### config.mk
export PLATFORM = sky130hd
export DESIGN_NAME = serial_adder_ctrl
export DESIGN_NICKNAME = d
export VERILOG_FILES = /design/src/rtl/serial_adder_ctrl.sv
export SDC_FILE = /design/constraint.sdc
export NUM_CORES = 1
export LEC_CHECK = 0
export ABC_AREA = 1
export ABC_CLOCK_PERIOD_IN_PS = 1200
export BUFFER_PORTS_ARGS = -buffer_cell sky130_fd_sc_hd__buf_2
export CORE_MARGIN = 3
export CORE_UTILIZATION = 49
export CTS_CLUSTER_DIAMETER = 100
export DETAILED_ROUTE_END_ITERATION = 12
export PLACE_DENSITY = 0.74
export SYNTH_ARGS = -nofsm -noshare
export SYNTH_HDL_FRONTEND = slang
export SYNTH_HIERARCHICAL = 1
export SYNTH_SLANG_ARGS = --single-unit
export TNS_END_PERCENT = 5
### constraint.sdc
create_clock -name clk -period 1.2 [get_ports clk]
set_input_delay 0.24 -clock clk [delete_from_list [all_inputs] [get_ports clk]]
set_output_delay 0.24 -clock clk [all_outputs]
set_load 0.01 [all_outputs]
### src/rtl/serial_adder_ctrl.sv
// rtl/serial_adder_ctrl.sv - bit-serial WIDTH-bit adder around one shared full adder
// Optional macro SERIAL_SUB_EN adds a latched op_sub that turns the operation into a-b.

module adder_1bit (
    input  logic a_i,
    input  logic b_i,
    input  logic c_i,
    output logic s_o,
    output logic c_o
);
    assign s_o = a_i ^ b_i ^ c_i;
    assign c_o = (a_i & b_i) | (c_i & (a_i ^ b_i));
endmodule

module serial_adder_ctrl #(
    parameter int WIDTH = 8
) (
    input  logic             clk,
    input  logic             rst_n,
    input  logic             start,
    input  logic             op_sub,
    input  logic [WIDTH-1:0] a,
    input  logic [WIDTH-1:0] b,
    output logic             ready,
    output logic             busy,
    output logic             done,
    output logic [WIDTH-1:0] sum,
    output logic             cout,
    output logic             ovf
);
    localparam int CW = (WIDTH > 2) ? $clog2(WIDTH) : 1;
    localparam logic [CW-1:0] LAST = CW'(WIDTH - 1);

    typedef enum logic [1:0] {S_IDLE, S_RUN, S_DONE} state_t;

    state_t           state_q, state_d;
    logic [WIDTH-1:0] a_sr_q, a_sr_d;
    logic [WIDTH-1:0] b_sr_q, b_sr_d;
    logic [WIDTH-1:0] res_sr_q, res_sr_d;
    logic [WIDTH-1:0] sum_q, sum_d;
    logic [CW-1:0]    cnt_q, cnt_d;
    logic             carry_q, carry_d;
    logic             cout_q, cout_d;
    logic             ovf_q, ovf_d;
    logic             b_bit, s_bit, c_bit;
    logic             carry_init;

`ifdef SERIAL_SUB_EN
    logic sub_q, sub_d;

    // Subtraction is a + ~b + 1: invert the serial b bit, seed the carry with 1.
    assign b_bit      = b_sr_q[0] ^ sub_q;
    assign carry_init = op_sub;

    always_ff @(posedge clk or negedge rst_n) begin
        if (!rst_n) sub_q <= 1'b0;
        else        sub_q <= sub_d;
    end

    always_comb begin
        sub_d = sub_q;
        if (start && (state_q != S_RUN)) sub_d = op_sub;
    end
`else
    logic unused_op_sub;

    assign unused_op_sub = op_sub;
    assign b_bit         = b_sr_q[0];
    assign carry_init    = 1'b0;
`endif

    adder_1bit u_fa (
        .a_i (a_sr_q[0]),
        .b_i (b_bit),
        .c_i (carry_q),
        .s_o (s_bit),
        .c_o (c_bit)
    );

    always_ff @(posedge clk or negedge rst_n) begin
        if (!rst_n) begin
            state_q  <= S_IDLE;
            a_sr_q   <= '0;
            b_sr_q   <= '0;
            res_sr_q <= '0;
            sum_q    <= '0;
            cnt_q    <= '0;
            carry_q  <= 1'b0;
            cout_q   <= 1'b0;
            ovf_q    <= 1'b0;
        end else begin
            state_q  <= state_d;
            a_sr_q   <= a_sr_d;
            b_sr_q   <= b_sr_d;
            res_sr_q <= res_sr_d;
            sum_q    <= sum_d;
            cnt_q    <= cnt_d;
            carry_q  <= carry_d;
            cout_q   <= cout_d;
            ovf_q    <= ovf_d;
        end
    end

    always_comb begin
        state_d  = state_q;
        a_sr_d   = a_sr_q;
        b_sr_d   = b_sr_q;
        res_sr_d = res_sr_q;
        sum_d    = sum_q;
        cnt_d    = cnt_q;
        carry_d  = carry_q;
        cout_d   = cout_q;
        ovf_d    = ovf_q;
        case (state_q)
            S_RUN: begin
                a_sr_d   = a_sr_q >> 1;
                b_sr_d   = b_sr_q >> 1;
                res_sr_d = {s_bit, res_sr_q[WIDTH-1:1]};
                carry_d  = c_bit;
                cnt_d    = cnt_q + 1'b1;
                if (cnt_q == LAST) begin
                    // carry_q here is the carry into the MSB.
                    sum_d   = {s_bit, res_sr_q[WIDTH-1:1]};
                    cout_d  = c_bit;
                    ovf_d   = carry_q ^ c_bit;
                    state_d = S_DONE;
                end
            end
            default: begin
                if (state_q == S_DONE) state_d = S_IDLE;
                if (start) begin
                    a_sr_d  = a;
                    b_sr_d  = b;
                    carry_d = carry_init;
                    cnt_d   = '0;
                    state_d = S_RUN;
                end
            end
        endcase
    end

    assign ready = (state_q != S_RUN);
    assign busy  = (state_q == S_RUN);
    assign done  = (state_q == S_DONE);
    assign sum   = sum_q;
    assign cout  = cout_q;
    assign ovf   = ovf_q;
endmodule

### After elaboration in Yosys (flattened, before gate mapping)

Index checks and enable logic that the tools add are counted.

| word-level totals | value |
|---|---|
| register bits after elaboration | 40 |
| latch bits | 0 |
| RAM bits | 0 |
| bits in read-only memories | 0 |
| input bits | 20 |
| word-level logic and storage cells | 37 |
| memories | 0 |

| operators by class | value |
|---|---|
| add/subtract/negate cells | 1 |
| multiply operators | 0 |
| divide/modulo/power cells | 0 |
| $lt $le $gt $ge | 0 |
| equality and inequality tests | 5 |
| shift operators | 0 |
| muxes and demuxes | 12 |
| bitwise logic cells | 6 |
| reduce and logical (&&, ||, !) cells | 4 |

Operators by type and width:

| kind | count |
|---|---|
| 8-bit 2-to-1 mux | 4 |
| 2-bit 2-to-1 mux | 4 |
| 3-bit 2-to-1 mux | 2 |
| 2-bit by 1-bit != test with 1-bit output (second input constant) | 2 |
| 2-bit AND reduction | 2 |
| 3-bit by 1-bit adder with 3-bit output (second input constant) | 1 |
| 3-bit equality test (second input constant) | 1 |
| 3-bit nonzero test | 1 |
| 1-bit XOR | 3 |
| 1-bit AND | 2 |
| 2-bit by 1-bit equality test with 1-bit output (second input constant) | 1 |
| 2-bit equality test (second input constant) | 1 |
| 1-bit 2-to-1 mux | 2 |
| 2-bit nonzero test | 1 |
| 1-bit OR | 1 |

### Depth between registers and ports, before layout

Gate-level depths: netlist of the first run.

| logic depth | value |
|---|---|
| depth in word-level cells | 4 |
| mapped depth | 6 |
| gate-level depth less buffers | 6 |

### Cells and area by module

Netlist of the first run, hierarchy kept.

Modules (own cells, without submodules):

| module | times used | cells an instance | area each (um^2) | sequential area each (um^2) |
|---|---|---|---|---|
| serial_adder_ctrl | 1 | 191 | 1779.2 | 975.9 |
| adder_1bit | 1 | 1 | 20.0 | 0.0 |

### Worst setup path after synthesis of the first run

Ideal clock, no wire load.

| timing path | value |
|---|---|
| path kind | flip-flop to flip-flop |
| from | register cnt_q[0] |
| to | register sum_q[1] (netlist: sum[1]) |
| setup time | 0.117 ns |
| data arrival time | 1.086 ns |
| required time | 1.083 ns |
| path slack | -0.003 ns |
| cell stages (with the launch flop) | 7 |
| path buffers | 0 |
| period minus slack after synthesis | 1.203 ns |
| path through | dfrtp_1 ha_1 ha_1 inv_1 nor2_8 nand2_1 nand2_1 |

| between the ends | value |
|---|---|
| word-level cells in the longest chain between the ends | 2 |

RTL lines:

| element | line | text |
|---|---|---|
| start, declared | 41 | `logic [CW-1:0] cnt_q, cnt_d;` |
| start signal, assigned | 97 | `cnt_q <= cnt_d;` |
| 3-bit equality test | 121 | `if (cnt_q == LAST) begin` |
| 2-bit AND reduction (no line) | - |  |
| end signal, assigned | 96 | `sum_q <= sum_d;` |
| end, declared | 40 | `logic [WIDTH-1:0] sum_q, sum_d;` |

No other way between the ends.
A chain may end at the register's enable or synchronous reset.

### Final worst setup path of the first run

| timing path | value |
|---|---|
| from | register state_q[1] |
| to | output ready |

| between the ends | value |
|---|---|
| word-level cells in the longest chain between the ends | 1 |

RTL lines:

| element | line | text |
|---|---|---|
| start, declared | 36 | `state_t state_q, state_d;` |
| start signal, assigned | 92 | `state_q <= state_d;` |
| 2-bit by 1-bit != test with 1-bit output | 142 | `assign ready = (state_q != S_RUN);` |
| end, declared | 24 | `output logic ready,` |

No other way between the ends.

==> qor_table.md, run 1 <==
| Item | Value |
|:---|:---|
| Mean Syn Cell Area | 9.37 um^2 |
| Cells taking the most area after synthesis | sky130_fd_sc_hd__dfrtp_1 (54%), sky130_fd_sc_hd__nand2_1 (13%), sky130_fd_sc_hd__nand3_1 (12%) |
| Power density over the cells | 2810 nW/um^2 |
| Initial drt markers | 75 |
| Startpoint of the lowest-slack hold path | b[1] |
| TritonCTS Buffers | 5 |
| Kind of critical path | reg2out |
| Die W | 66.6 um |
| Core Footprint | 3440 um^2 |
| Worst Slack Setup Final | -0.0607 ns |
| Kind of path behind the tightest hold check | in2reg |
| First-pass GRT wire length | 5830 um |
| Count of vias placed by the detailed router | 1444 |
| Endpoint required time on the critical path | 0.96 ns |
| Count of final hold-check violations | 0 |
| Via-to-Cell Ratio | 5.12 |
| Initial core utilization | 0.523 |
| Library cell contributing the largest single delay on the critical path | sky130_fd_sc_hd__dfrtp_1 |
| Top cell type's share of synthesized area | 0.542 |
| Static leakage | 1.15 nW |
| Violated checks | negative setup slack |
| Floorplan die height | 66.6 um |
| IO Port Bufs | 31 |
| Number of nets in the layout | 259 |
| Vias in the first global route | 1358 |
| Max-capacitance violation count | 0 |
| Total Routed Length | 3360 um |
| Slowest Stage Delay on Critical Path | 0.43 ns |
| Antenna diodes | 0 |
| Top achievable clock speed | 793 MHz |
| Least-Margin Pin Slew | 0.238 ns |
| Peak ir drop on the vdd network | 1.24 mV |
| Share of post-route cells with drive strength above 1 | 0.309 |
| Clock tree from TritonCTS | done |
| Final routed wire length divided by cell count | 11.9 um |
| Global route overflow | 0 |
| Setup repair after global routing missed its margin | true |
| Signal arrival time at the worst endpoint | 1.02 ns |
| H-tree depth reported by CTS | 2 |
| Mapped cell area | 1800 um^2 |
| Layout Skew | 0.00561 ns |
| Worst setup slack after placement | -0.00398 ns |
| Flip-flop and latch count after synthesis | 39 |
| Clock Sink Count | 39 |
| Highest net fanout along the worst path | 6 |
| Initial antenna violation count | 0 |
| Portion of the post-synthesis area used by sequential elements | 0.542 |
| Clk slew on worst S/H paths | 0.07 ns |
| Run status | finished, violations left |
| Element type at the critical path end | output port |
| Maximum number of pins on one net before global-route repair | 40 |
| Number of nets with antenna violations after detailed routing | 0 |
| CP delay by family, top | flip-flops |
| Post-Synthesis Cells | 192 |
| Area added between synthesis and finish | 22.3% |
| Launching instance or port of the critical path | state_q[1] |
| Placed wire-length estimate after detailed placement | 2330 um |
| Worst slew margin relative to its limit | 0.841 |
| Chain of cells forming the critical path | inv_2 -> nand2_4 -> buf_6 |
| Syn. warnings | 6 |
| Number of buffers and inverters on the critical path | 2 |
| Cell row count | 21 |
| Later-pin clock latency in the skew report | 0.29 ns |
| Number of setup violations in the final report | 3 |
| Count of unresolved DRC violations after routing | 0 |
| Reg-to-Reg Start | carry_q |
| Post-route cell area | 2200 um^2 |
| Number of distinct library cell variants in the gate-level netlist after synthesis | 19 |
| Clock root buffer | sky130_fd_sc_hd__clkbuf_8 |
| Number of detailed-route iterations in the first pass | 4 |
| GR Util All Layers | 0.173 |
| Final period utilization | 1.05 |
| Post-Syn Nets | 215 |
| Die area | 4430 um^2 |
| Count of pins on the block boundary | 33 |
| Largest area contributor in the synthesized netlist | sky130_fd_sc_hd__dfrtp_1 |
| Clock period minus worst slack | 1.26 ns |
| Startpoint kind of the worst setup timing path | flip-flop |
| Placed inst area | 2020 um^2 |
| Placer congestion estimate | 0.749 |
| Final count of pins violating max slew | 0 |
| Maximum root-to-sink buffer count | 2 |
-- repair_timing --
item                                   4_1_cts  5_1_grt
resized for setup                            5        7
pin swaps                                    1        7
endpoints found under the hold margin       39        0
setup endpoints to repair                   12       34
buffers inserted                             2        2
hold buffers                                 1        0
-- sequential cells by signal, indices dropped and copies added, names as in the netlist --
name and cells:
cnt_q 3, res_sr_q 7, ovf 1, state_q 2, b_sr_q 8, sum 8, carry_q 1, a_sr_q 8
cout 1
-- Yosys cell counts, drive strengths merged --
library cell / number
buf: 12
inv: 10
nand3: 51
nor2: 3
fa: 1
o21ai: 9
nand2: 65
ha: 2
dfrtp: 39
-- path summary, 6_finish.rpt --
| path | end | slack (ns) | cells past startpoint |
|---|---|---|---|
| min reg2reg | sum[4] | 0.47 | 2 |
| max in group asynchronous | state_q[0] | 0.55 | 3 |
| max | ready | -0.06 | 3 |
| min | b_sr_q[1] | 0.18 | 3 |
| min in group asynchronous | sum[2] | 0.45 | 3 |
| max reg2reg | res_sr_q[7] | 0.03 | 3 |
-- report_power, final --
group          internal [mW]  switching (mW)  total [mW]
clock                  0.609           0.427        1.04
sequential              1.88           0.348        2.23
combinational           1.32            1.59        2.92
total                   3.81            2.37        6.18
-- placed cells by master, fill, tap and decap left out, types with 2 or more instances in the layout --
cell type,instances
sky130_fd_sc_hd__buf_12,2
sky130_fd_sc_hd__inv_1,6
sky130_fd_sc_hd__o21ai_0,3
sky130_fd_sc_hd__nand2_1,63
sky130_fd_sc_hd__o21ai_1,6
sky130_fd_sc_hd__dfrtp_1,38
sky130_fd_sc_hd__clkbuf_8,5
sky130_fd_sc_hd__buf_6,5
sky130_fd_sc_hd__inv_2,4
sky130_fd_sc_hd__nand3_2,8
sky130_fd_sc_hd__buf_2,29
sky130_fd_sc_hd__nand3_1,43
sky130_fd_sc_hd__nand2_4,2
sky130_fd_sc_hd__buf_4,12
-- per-layer routing --
| metal | GRT usage | up-vias | wire length, um |
|---|---|---|---|
| met5 | 0 | - | 0 |
| met4 | 0.0609 | 0 | 51 |
| met3 | 0.0405 | 7 | 150 |
| met2 | 0.282 | 33 | 1560 |
| met1 | 0.225 | 693 | 1600 |
| li1 | - | 711 | - |
-- cell type report --
class                      instances  area [um^2]
sequential                        39          977
clock inverter                     1         30.0
clock buffer                       6         72.6
multi-input combinational        131          684
tap                               46         57.6
fill                             319         1240
timing repair buffer              49          342
inverter                          10         37.5
-- per-stage QoR --
step                hold WS [ns]   TNS [ns]  power (mW)  utilization  cells
global placement           0.222  -0.000111        4.74        0.586    270
finish                     0.182     -0.122        6.18        0.639    282
floorplan                -0.0556          0        4.30            -    192
detailed placement         0.225    -0.0115        4.84        0.586    270
global route               0.189     -0.521        6.71        0.639    282
CTS                        0.183     -0.225        6.08        0.630    280
-- cell families (layout without fill, tap and decap cells) --
logic type               after synthesis  after routing  synth area share
flip-flops                            39             39             0.542
AO/OA/AOI/OAI                          9              9            0.0250
buffers and inverters                 22             66            0.0855
adder cells (fa/ha/maj)                3              3            0.0250
AND/OR/NAND/NOR                      119            119             0.322
-- worst reg2reg max path, delay by kind of cell (launching register included) --
family	cells	cell delay, ns
flops	1	0.40
fa+ha+maj	1	0.58
simple gates	1	0.05
compound gates	1	0.07
No activity file was read; power rests on OpenSTA's default activity.
==> run 2: changes to the inputs <==
--- a/config.mk
+++ b/config.mk
@@ -12,6 +12,7 @@
 export CORE_UTILIZATION = 49
 export CTS_CLUSTER_DIAMETER = 100
 export DETAILED_ROUTE_END_ITERATION = 12
+export GPL_TIMING_DRIVEN = 0
 export PLACE_DENSITY = 0.74
 export SYNTH_ARGS = -nofsm -noshare
 export SYNTH_HDL_FRONTEND = slang
==> run 2 against run 1 <==
Worst setup slack lost 0.13 ns. The flow still finishes with violations (negative setup slack). Global-route usage rose by 2.1 points. Combinational power increased by 9.6%. Critical path type unchanged. Clock power shrank 18%. Largest cell class unchanged.
==> qor_table.md, run 2 (synthesis results as in run 1) <==
| Item | Value |
|:---|:---|
| Run status | finished, violations left |
| Violated checks | negative setup slack |
| Vias in the first global route | 1328 |
| Antenna diodes | 0 |
| Global route overflow | 0 |
| Initial drt markers | 150 |
| Cell-internal power | 3.74 mW |
| Initial antenna violation count | 0 |
| Signal arrival time at the worst endpoint | 1.15 ns |
| Die area | 4430 um^2 |
| Top library cells by usage in the layout, fill and taps aside | sky130_fd_sc_hd__nand2_1 (63), sky130_fd_sc_hd__nand3_1 (43), sky130_fd_sc_hd__dfrtp_1 (38) |
| Count of unresolved DRC violations after routing | 0 |
| Number of detailed-route iterations in the first pass | 4 |
| Worst slew margin relative to its limit | 0.433 |
| Final count of pins violating max slew | 0 |
| First-pass GRT wire length | 6250 um |
| Via-to-Cell Ratio | 5.07 |
| Count of final hold-check violations | 0 |
| Library cell contributing the largest single delay on the critical path | sky130_fd_sc_hd__dfrtp_1 |
| Met3 track demand over resource | 0.0590 |
| Endpoint required time on the critical path | 0.96 ns |
| Element type at the critical path end | output port |
| Worst setup slack after placement | -0.0274 ns |
| Count of pins on the block boundary | 33 |
| Worst slack on hold paths | 0.0520 ns |
| Share of post-route cells with drive strength above 1 | 0.302 |
| Sequential group share of total power | 0.355 |
| Post-route total power | 6.29 mW |
| TritonCTS Buffers | 5 |
| Layout Skew | 0.00518 ns |
| Placer congestion estimate | 0.765 |
| Final period utilization | 1.15 |
| IO Port Bufs | 30 |
| Placed wire-length estimate after detailed placement | 2380 um |
| Max-capacitance violation count | 0 |
| Top Usage Layer GRT | met2 |
| Clock Sink Count | 39 |
| Top achievable clock speed | 722 MHz |
| Most frequent standard cell in the layout excluding fill and tap cells | sky130_fd_sc_hd__nand2_1 |
| Number of hold buffers added after CTS | 0 |
| Number of nets with antenna violations after detailed routing | 0 |
| Clock period minus worst slack | 1.39 ns |
| Clock tree from TritonCTS | done |
| Worst Slack Setup Final | -0.186 ns |
| Static leakage | 1.14 nW |
| Worst path most repeated cell | sky130_fd_sc_hd__buf_6 |
| Share of total power in combinational logic | 0.509 |
| Depth of the worst register-to-register path | 8 |
| Least-Margin Pin Slew | 0.850 ns |
| Setup repair after global routing missed its margin | true |
| Area added between synthesis and finish | 20.3% |
| Clk slew on worst S/H paths | 0.07 ns |
| Highest net fanout along the worst path | 2 |
| Kind of path behind the tightest hold check | in2async |
| Chain of cells forming the critical path | buf_6 -> nor2_4 -> buf_6 -> buf_6 |
| Slowest Stage Delay on Critical Path | 0.41 ns |
| Net switching fraction of the power | 0.406 |
| Number of setup violations in the final report | 14 |
| Core Footprint | 3440 um^2 |
| GR Util met2 | 0.298 |
| Worst flop-to-flop path endpoint | sum[0] |
| Flop2flop setup slack | -0.08 ns |
| Routing usage on met1 | 0.252 |
| Reported net switching power | 2.55 mW |
| Final routed wire length divided by cell count | 13.3 um |
| Maximum number of pins on one net before global-route repair | 40 |
| Number of nets in the layout | 257 |
| Reg-to-Reg Start | state_q[1] |
| Initial core utilization | 0.523 |
| GR Util All Layers | 0.194 |
| Die W | 66.6 um |
| Peak ir drop on the vdd network | 1.34 mV |
| Clock root buffer | sky130_fd_sc_hd__clkbuf_8 |
| H-tree depth reported by CTS | 2 |
| Maximum root-to-sink buffer count | 2 |
| Floorplan die height | 66.6 um |
| Cell row count | 21 |
| Power density over the cells | 2910 nW/um^2 |
| Startpoint kind of the worst setup timing path | flip-flop |
| Count of vias placed by the detailed router | 1425 |
| Total Routed Length | 3730 um |
| Kind of critical path | reg2out |
| Fraction of power consumed by the clock network | 0.136 |
| Later-pin clock latency in the skew report | 0.29 ns |
[run 2: how the worst max path moves through the flow]
stage / startpoint / end / slack, ns / depth (start not counted)
after floorplan: cnt_q[0] / sum[1] / 0.05 / 6
after global placement: state_q[1] / ready / -0.04 / 5
after detailed placement: state_q[0] / busy / -0.03 / 4
after CTS: state_q[0] / ready / -0.23 / 4
after global routing: state_q[1] / busy / -0.22 / 4
final: state_q[1] / busy / -0.19 / 4
[run 2: power by group through the flow]
| stage | sequential, mW | clock [mW] | combinational (mW) |
|---|---|---|---|
| 6_report | 2.23 | 0.857 | 3.20 |
| 4_1_cts | 2.22 | 0.880 | 3.15 |
| 2_1_floorplan | 2.25 | 0 | 2.05 |
| 3_5_place_dp | 2.24 | 0 | 2.78 |
| 5_1_grt | 2.30 | 0.942 | 3.55 |
| 3_3_place_gp | 2.23 | 0 | 2.76 |
[run 2: cell type report]
type	count	area [um^2]
timing repair buffer	36	223
sequential	39	977
tap	46	57.6
buffer	11	104
multi-input combinational	131	684
clock inverter	1	5.00
inverter	10	37.5
clock buffer	7	76.3
fill	325	1280
[run 2: per-stage QoR]
| stage | area, um^2 | utilization | setup TNS, ns | std cells |
|---|---|---|---|---|
| final | 2160 | 0.629 | -1.03 | 281 |
| after global routing | 2160 | 0.629 | -2.49 | 281 |
| after CTS | 2150 | 0.625 | -1.10 | 281 |
| after detailed placement | 2010 | 0.583 | -0.232 | 268 |
| after global placement | 2010 | 0.583 | -0.191 | 268 |
| after floorplan | 1800 | - | 0 | 192 |
[run 2: metal layers]
metal / vias up / part of all wire
li1: 707 / -
met1: 659 / 0.47
met2: 53 / 0.46
met3: 6 / 0.059
met4: 0 / 0.013
met5: - / 0
[run 2: critical path, delay by kind of cell, from the launching register on]
kind	cells	cell delay, ns
buf+inv	3	0.33
simple gates	1	0.11
flops	1	0.41
[run 2: repair_timing]
| item | CTS | global route |
|---|---|---|
| pin swaps | 3 | 5 |
| endpoints found under the setup margin | 14 | 37 |
| gates resized for setup | 6 | 7 |
| setup buffers | 5 | 1 |
| hold endpoints to repair | 0 | 0 |
